`config.mk`:
```
export PLATFORM = sky130hd
export DESIGN_NAME = rr_requester_cluster
export DESIGN_NICKNAME = d
export VERILOG_FILES = /design/src/rtl/rr_requester_cluster.sv
export SDC_FILE = /design/constraint.sdc
export NUM_CORES = 1
export LEC_CHECK = 0
export CORE_MARGIN = 2
export CORE_UTILIZATION = 41
export CTS_BUF_LIST = sky130_fd_sc_hd__clkbuf_4 sky130_fd_sc_hd__clkbuf_8
export DETAILED_ROUTE_END_ITERATION = 8
export GPL_ROUTABILITY_DRIVEN = 0
export PLACE_DENSITY = 0.72
export SLEW_MARGIN = 20
export SYNTH_ARGS = -nofsm -noshare
export SYNTH_HDL_FRONTEND = slang
export SYNTH_SLANG_ARGS = --single-unit
```
`constraint.sdc`:
```
create_clock -name clk -period 3 [get_ports clk]
set_input_delay 0.6 -clock clk [delete_from_list [all_inputs] [get_ports clk]]
set_output_delay 0.6 -clock clk [all_outputs]
set_load 0.01 [all_outputs]
```
`src/rtl/rr_requester_cluster.sv`:
```
// ============================================================================
//  Module   : rr_requester_cluster
//  Purpose  : Four per-channel FIFOs that raise requests to an external
//             4-way round-robin arbiter and drain the granted channel into a
//             single registered output beat (valid/ready handshake).
//             Flags multi-bit grants (sticky) and counts stale grants.
//  Revision : 1.0 - initial release
// ============================================================================
`default_nettype none

module rr_requester_cluster #(
  parameter int DW    = 8,
  parameter int DEPTH = 4
) (
  input  logic            clk,
  input  logic            rst,
  input  logic [3:0]      in_valid,
  input  logic [4*DW-1:0] in_data,
  output logic [3:0]      in_ready,
  output logic [3:0]      REQ,
  input  logic [3:0]      GNT,
  output logic            out_valid,
  output logic [DW-1:0]   out_data,
  output logic [1:0]      out_id,
  input  logic            out_ready,
  output logic            err_multi_gnt,
  output logic [7:0]      stale_cnt
);

  localparam int AW = (DEPTH > 1) ? $clog2(DEPTH) : 1;
  localparam int CW = $clog2(DEPTH + 1);
  localparam logic [CW-1:0] c_full = CW'(DEPTH);

  logic          w_load_ok;
  logic          w_onehot;
  logic          w_multi;
  logic          w_stale;
  logic [3:0]    w_pop;
  logic [DW-1:0] w_head [4];
  logic          w_pop_any;
  logic [1:0]    w_pop_id;
  logic [DW-1:0] w_pop_data;

  // The output register may take a new beat when empty or being drained.
  assign w_load_ok = !out_valid || out_ready;
  assign w_onehot  = (GNT != 4'd0) && ((GNT & (GNT - 4'd1)) == 4'd0);
  assign w_multi   = (GNT != 4'd0) && !w_onehot;
  // A one-hot grant landing on an empty channel: REQ is low for that bit.
  assign w_stale   = w_onehot && ((GNT & REQ) == 4'd0);

  genvar gi;
  generate
    for (gi = 0; gi < 4; gi++) begin : g_ch
      logic [DW-1:0] r_mem [DEPTH];
      logic [AW-1:0] r_wr_ptr;
      logic [AW-1:0] r_rd_ptr;
      logic [CW-1:0] r_count;
      logic          w_push;

      assign in_ready[gi] = (r_count != c_full);
      assign REQ[gi]      = (r_count != '0);
      assign w_push       = in_valid[gi] && in_ready[gi];
      assign w_pop[gi]    = (GNT == (4'b0001 << gi)) && REQ[gi] && w_load_ok;
      assign w_head[gi]   = r_mem[r_rd_ptr];

      // Storage write; contents are don't-care until pushed, so no reset.
      always_ff @(posedge clk) begin
        if (w_push) begin
          r_mem[r_wr_ptr] <= in_data[gi*DW +: DW];
        end
      end

      // Pointers wrap naturally since DEPTH is a power of two.
      always_ff @(posedge clk) begin
        if (rst) begin
          r_wr_ptr <= '0;
          r_rd_ptr <= '0;
          r_count  <= '0;
        end else begin
          if (w_push)    r_wr_ptr <= r_wr_ptr + AW'(1);
          if (w_pop[gi]) r_rd_ptr <= r_rd_ptr + AW'(1);
          case ({w_push, w_pop[gi]})
            2'b10:   r_count <= r_count + CW'(1);
            2'b01:   r_count <= r_count - CW'(1);
            default: r_count <= r_count;
          endcase
        end
      end
    end
  endgenerate

  // Select the head word and index of the (at most one) popping channel.
  always_comb begin
    w_pop_any  = 1'b0;
    w_pop_id   = 2'd0;
    w_pop_data = '0;
    for (int i = 0; i < 4; i++) begin
      if (w_pop[i]) begin
        w_pop_any  = 1'b1;
        w_pop_id   = 2'(i);
        w_pop_data = w_head[i];
      end
    end
  end

  // Output beat register: load on pop, drain when accepted, otherwise hold.
  always_ff @(posedge clk) begin
    if (rst) begin
      out_valid <= 1'b0;
      out_data  <= '0;
      out_id    <= 2'd0;
    end else if (w_pop_any) begin
      out_valid <= 1'b1;
      out_data  <= w_pop_data;
      out_id    <= w_pop_id;
    end else if (w_load_ok) begin
      out_valid <= 1'b0;
    end
  end

  // Sticky multi-grant error and saturating stale-grant counter.
  always_ff @(posedge clk) begin
    if (rst) begin
      err_multi_gnt <= 1'b0;
      stale_cnt     <= 8'd0;
    end else begin
      if (w_multi) err_multi_gnt <= 1'b1;
      if (w_stale && (stale_cnt != 8'hFF)) stale_cnt <= stale_cnt + 8'd1;
    end
  end

endmodule

`default_nettype wire

```
# --- After elaboration in Yosys (flattened, before gate mapping) ---
# Memories as Yosys holds them, arrays and structs flattened. A register that Yosys moved wholly into a read port is not among the register bits.
# Cells that the tools add are included.
totals:
  reg_bits: 48
  latchBits: 0
  ram_bits: 128
  mem_bits_ro: 0
  input_bits: 43
  out_inout_bits: 28
  elab_cells: 122
  memories: 4
mem_list:
  columns: ["memory", "words", "width", "read_ports", "rd_ports_with_merged_regs", "write_ports", "line_no", "source"]
  rows:
  - ["g_ch[0].r_mem", 4, 8, 1, 1, 1, "54", "logic [DW-1:0] r_mem [DEPTH];"]
  - ["g_ch[1].r_mem", 4, 8, 1, 1, 1, "54", null]
  - ["g_ch[2].r_mem", 4, 8, 1, 1, 1, "54", null]
  - ["g_ch[3].r_mem", 4, 8, 1, 1, 1, "54", null]
op_classes:
  add_sub_neg: 18
  n_mul: 0
  div: 0
  magnitude_cmp: 0
  eq_ne: 17
  shift: 0
  n_mux: 33
  bitwise: 2
  reduce_logical: 31
op_table:
  columns: ["operator", "n"]
  rows:
  - ["8-bit two-way mux", 4]
  - ["3-bit case mux with 2 select lines", 4]
  - ["2-bit two-way mux", 10]
  - ["2-bit by 1-bit adder with 2-bit output, second input constant", 8]
  - ["1-bit logical AND", 16]
  - ["1-bit two-way mux", 15]
  - ["3-bit by 1-bit adder with 3-bit output, second input constant", 4]
  - ["3-bit inequality test, second input constant", 4]
  - ["3-bit nonzero test", 4]
  - ["3-bit by 1-bit subtractor with 3-bit output, second input constant", 4]
  - ["2-bit nonzero test", 5]
  - ["8-bit by 1-bit adder with 8-bit output, second input constant", 1]
  - ["4-bit bitwise AND", 2]
  - ["2-bit by 1-bit equality test with 1-bit output, second input constant", 4]
  - ["2-bit equality test, second input constant", 4]
  - ["4-bit zero test", 2]
  - ["8-bit inequality test, second input constant", 1]
  - ["4-bit by 1-bit equality test with 1-bit output, second input constant", 1]
  - ["4-bit by 2-bit equality test with 1-bit output, second input constant", 1]
  - ["4-bit by 3-bit equality test with 1-bit output, second input constant", 1]
  - ["4-bit equality test, second input constant", 1]
  - ["4-bit nonzero test", 1]
  - ["4-bit by 1-bit subtractor with 4-bit output, second input constant", 1]
  - ["1-bit zero test", 2]
  - ["1-bit logical OR", 1]

# --- Depth between registers and ports, before layout ---
depth:
  ltp_word: 8
  mapped_depth: 10
  depth_no_buf: 10

# --- Least setup slack after synthesis ---
# Ideal clock, no wire load.
synth_path:
  path_kind: "input -> register"
  startpoint: "input port GNT[3]"
  endpoint: "register g_ch[1].r_count[2]"
  setup_ps: 71
  arrival_time_ps: 2918
  required_time_ps: 2929
  path_slack_ps: 11
  stages: 9
  n_path_buf: 1
  path_cell_list: "or2_4 nor4_1 buf_2 ha_1 inv_1 fa_1 xor2_1 or3_2 a21oi_1"
synth_via:
  elab_chain_cells: 5
  elab_cells_between_ends: 7
synth_lines:
  columns: ["item", "line_no", "source"]
  rows:
  - ["start: declaration", "21", "input logic [3:0] GNT,"]
  - ["4-bit by 2-bit equality test with 1-bit output (*)", "63", "assign w_pop[gi] = (GNT == (4'b0001 << gi)) && REQ[gi] && w_load_ok;"]
  - ["1-bit logical AND (*) (2 in series)", "63", null]
  - ["2-bit by 1-bit equality test with 1-bit output or 2-bit equality test (tied branches)", "82", "case ({w_push, w_pop[gi]})"]
  - ["3-bit case mux with 2 select lines or 2-bit nonzero test (tied branches)", null, null]
  - ["end signal: assignment", "83", "2'b10: r_count <= r_count + CW'(1);"]
  - ["end signal: assignment", "84", "2'b01: r_count <= r_count - CW'(1);"]
  - ["end signal: assignment", "85", "default: r_count <= r_count;"]
  - ["end: declaration", "57", "logic [CW-1:0] r_count;"]
# Every way passes the cells marked *; elsewhere a longest branch is shown, timed or not.
# A chain may end at the register's enable or synchronous reset.

# --- Worst setup path in the final report ---
layout_path:
  startpoint: "input port GNT[2]"
  endpoint: "register g_ch[1].r_count[2]"
# The elaborated chain is that of the path after synthesis.

==> reports/results.txt <==
The run finished with clean final reports. The headroom to the max-slew limit was 51.55%; the net total in the final layout was 652. The startpoint identified for the worst hold timing path is g_ch[0].r_wr_ptr[1]$_SDFFE_PP0P_.

Once detail routing completed, the nets flagged for antenna violations numbered 0. The synthesized netlist net count is 562. The beginning of the worst register-to-register path is g_ch[1].r_count[0]$_SDFFE_PP0P_.

For the final routed database, the setup TNS stands at 0 ps. The worst hold path belongs to the class reg2reg. In the global route stage, met2 resource usage came out at 27.98%.

The total overflow reported by the global router was 0. The number of enable-type register cells in the synthesized netlist was 128; the met1 layer usage reported by global route was 20.70%. The number of synthesized register bits is 184. TritonCTS built the clock tree.

The minimum clock period came out at 2632 ps. The area growth from synthesis to layout is 20.14%. The via total after detailed routing is 4334, and the worst slack after detailed placement is -123.9 ps. The tools report the standby leakage power as 3.047 nW. Clock-pin slew was measured on the worst setup and hold paths at 100 ps. Leaving out fill and tap cells, the most frequent cells in the layout are sky130_fd_sc_hd__edfxtp_1 (128), sky130_fd_sc_hd__clkdlybuf4s50_1 (69), sky130_fd_sc_hd__dfxtp_1 (56), sky130_fd_sc_hd__nor2_1 (50), sky130_fd_sc_hd__mux4_2 (32).

For the count of instances resized after the clock tree is built, the log shows 0. The netlist area before placement is 7475 um2, and the setup clock skew after layout is 17.05 ps. In the final layout, the multi-input gates occupy 2361 um2.

In this run the number of H-tree levels came out at 4. At the pin with the least slew margin, the transition time is 726.7 ps. Along the worst path, the maximum fanout reaches 3. In the synthesized netlist, the number of instances is 494.

The tool flagged a number of max-cap violations equal to 0. 71 I/O pins were placed. After detailed routing, the number of vias per cell comes to 5.247. For the number of global-route vias before repair, the log shows 4619. Leading register cell type out of synthesis: sky130_fd_sc_hd__edfxtp_1.

The number of design rule violations left after detail routing is 0. The maximum count of clock buffers along a single path was 2; the latest clock arrival within the worst-skew pair was 470 ps. Counting the buffers created by CTS gives 17. Dividing total power by cell area gives a power density of 578.4 nW/um2. The floorplan row count is 49. The number of failing setup endpoints in the final timing report is 0, and the number of sinks handled by clock tree synthesis is 184.

In the final routed layout, each cell accounts on average for 18.51 um. Number of max-slew violations in the final report: 0. Core region area: 17900 um2. Post-detailed-placement half-perimeter wirelength: 11.03 mm.

The floorplan step set the die height to 139.0 um. For this configuration, the core starts out at a cell density of 41.75%. Yosys mapped the design onto 46 distinct sky130hd cell types. The data arrival time at the worst-slack endpoint is 3020 ps. STA classifies the critical path endpoint as a register. Leaving out fill and tap cells, the most frequent cell in the layout is sky130_fd_sc_hd__edfxtp_1.

Input and output buffers added on the ports amount to 70. The critical path goes through clkdlybuf4s50_1, or2_4, nor4_2, ha_1, inv_1, fa_1, xor2_1, or3_2, a21oi_1. The initial antenna violation count is 0. The worst setup path is launched from a primary input.

The die covers 19330 um2. In the final layout, the share of cells above drive strength 1 is 16.92%. The fill cell instance count of the final layout was 1479; the pin count of the biggest net entering global routing was 41.

Tracing the worst setup path back leads to its startpoint at GNT[2]. The slowest stage of the critical path belongs to the cell sky130_fd_sc_hd__clkdlybuf4s50_1. The routing usage on met3 was 4.006%. The post-route fraction of the period consumed by the critical path works out to 87.73%.

Final wirelength: 15.29 mm. Quantity of hold-fixing buffers added after cts: 0. The critical path in this run is classified as in2reg.

After global routing, the most crowded layer is met2. The run gives 24.21 mm as the first-pass GRT wire length. The horizontal die dimension was 139.0 um; the fraction of registers with async set/reset was 0%. The tree is rooted in a sky130_fd_sc_hd__clkbuf_8.

The worst path meets setup with 368.0 ps of slack. Across the VDD grid, the largest voltage drop is 298.0 uV. For the maximum clock frequency, the log shows 379.9 MHz. The tools report the post-layout total power as 5.194 mW. The number of failing hold endpoints at the final stage is 0, and the number of design-rule violations left by the first detailed-router iteration is 246. The post-synthesis area per instance is 15.13 um2. Setup repair after global routing left no endpoint under its margin. STA puts the critical path data required time at 3390 ps. Across the whole layout, storage elements account for 4965 um2. The number of iterations in the first detailed-routing pass was 5.

In this design, the stage delay of the slowest critical-path cell is 460 ps. During synthesis, Yosys emitted a total of 0 warnings. Across every metal layer, demand over resource in global routing totals 16.39%. The number of antenna diodes in the final layout is 0. Summing the sequential cell areas from Yosys gives 66.42% of the chip area. Buffers added to address setup during post-CTS repair amount to 0.
per-layer routing:
layer / share of wire (%) / routed length, um
met2: 52 / 7879
met1: 43 / 6586
met5: 0 / 0
met4: 1.4 / 221
met3: 3.9 / 603
path summary, 6_finish.rpt:
path,end,slack (ps),cells after the start
setup / recovery,g_ch[1].r_count[2]$_SDFFE_PP0P_,370,9
hold / removal,g_ch[0].r_wr_ptr[1]$_SDFFE_PP0P_,510,2
setup reg to reg,g_ch[1].r_count[2]$_SDFFE_PP0P_,530,10
hold reg to reg,g_ch[0].r_wr_ptr[1]$_SDFFE_PP0P_,510,2
synthesized netlist by cell type (2+ instances only):
master	n	area, um2
sky130_fd_sc_hd__mux2i_1	2	20.02
sky130_fd_sc_hd__edfxtp_1	128	3844
sky130_fd_sc_hd__a211oi_1	8	60.06
sky130_fd_sc_hd__xnor2_1	12	105.1
sky130_fd_sc_hd__and2_1	4	25.02
sky130_fd_sc_hd__a22oi_1	4	30.03
sky130_fd_sc_hd__nor2_1	50	187.7
sky130_fd_sc_hd__nor4_1	7	43.79
sky130_fd_sc_hd__nand2_1	15	56.30
sky130_fd_sc_hd__a22o_1	6	52.55
sky130_fd_sc_hd__inv_1	25	93.84
sky130_fd_sc_hd__ha_1	21	262.8
sky130_fd_sc_hd__nand3_1	8	40.04
sky130_fd_sc_hd__a31oi_1	2	12.51
sky130_fd_sc_hd__and3_1	16	100.1
sky130_fd_sc_hd__fa_1	4	80.08
sky130_fd_sc_hd__a21oi_1	26	130.1
sky130_fd_sc_hd__mux4_2	32	720.7
sky130_fd_sc_hd__xor2_1	12	105.1
sky130_fd_sc_hd__or3_1	7	43.79
sky130_fd_sc_hd__o31ai_1	3	22.52
sky130_fd_sc_hd__nor3_1	2	10.01
sky130_fd_sc_hd__buf_1	8	30.03
sky130_fd_sc_hd__clkbuf_1	9	33.78
sky130_fd_sc_hd__dfxtp_1	56	1121
sky130_fd_sc_hd__or4_1	2	15.01
sky130_fd_sc_hd__buf_2	2	10.01
sky130_fd_sc_hd__nand2b_1	2	12.51
sky130_fd_sc_hd__o21ai_0	4	20.02
critical path, delay by kind of cell:
kind,cells,cell delay [ps]
adder cells (fa/ha/maj),2,600
XOR/XNOR,1,150
AND/OR/NAND/NOR,3,1000
buffers and inverters,2,520
AO/OA/AOI/OAI,1,150
area by class of cell:
class	instances	share of cell area, %
inverter	25	1.045
clock inverter	15	2.020
multi-input combinational	266	26.29
sequential	184	55.29
clock buffer	17	2.606
tap	229	3.191
timing repair buffer	90	9.558
metrics by stage:
| step | instance area [um2] | hold slack, ps | cells | util, % |
|---|---|---|---|---|
| global route | 8980 | 547.1 | 826 | 50.16 |
| CTS | 8980 | 515.8 | 826 | 50.16 |
| detailed placement | 8564 | 501.9 | 794 | 47.84 |
| floorplan | 7475 | 469.2 | 494 | - |
| global placement | 8564 | 479.2 | 794 | 47.84 |
| finish | 8980 | 509.7 | 826 | 50.16 |
power by group:
group	switching [mW]	internal (mW)	total, mW	leakage (nW)
sequential	0.0689	2.85	2.92	1.63
combinational	0.280	0.260	0.540	1.21
clock	0.960	0.776	1.74	0.209
total	1.31	3.88	5.19	3.05
registers in the layout, summed over array words and instances (netlist names), named ones only:
register,cells
err_multi_gnt,1
g_ch.r_count,12
g_ch.r_mem,128
g_ch.r_rd_ptr,8
g_ch.r_wr_ptr,8
out_data,8
out_id,2
out_valid,1
stale_cnt,8
cells by family after synthesis:
| group | after synthesis | synth area share (%) |
|---|---|---|
| xor+xnor | 24 | 2.812 |
| buf+inv | 44 | 2.243 |
| mux | 34 | 9.910 |
| compound gates | 62 | 5.909 |
| fa+ha+maj | 25 | 4.587 |
| flops | 184 | 66.42 |
| simple gates | 121 | 8.118 |
(Power assumes the default switching activity.)
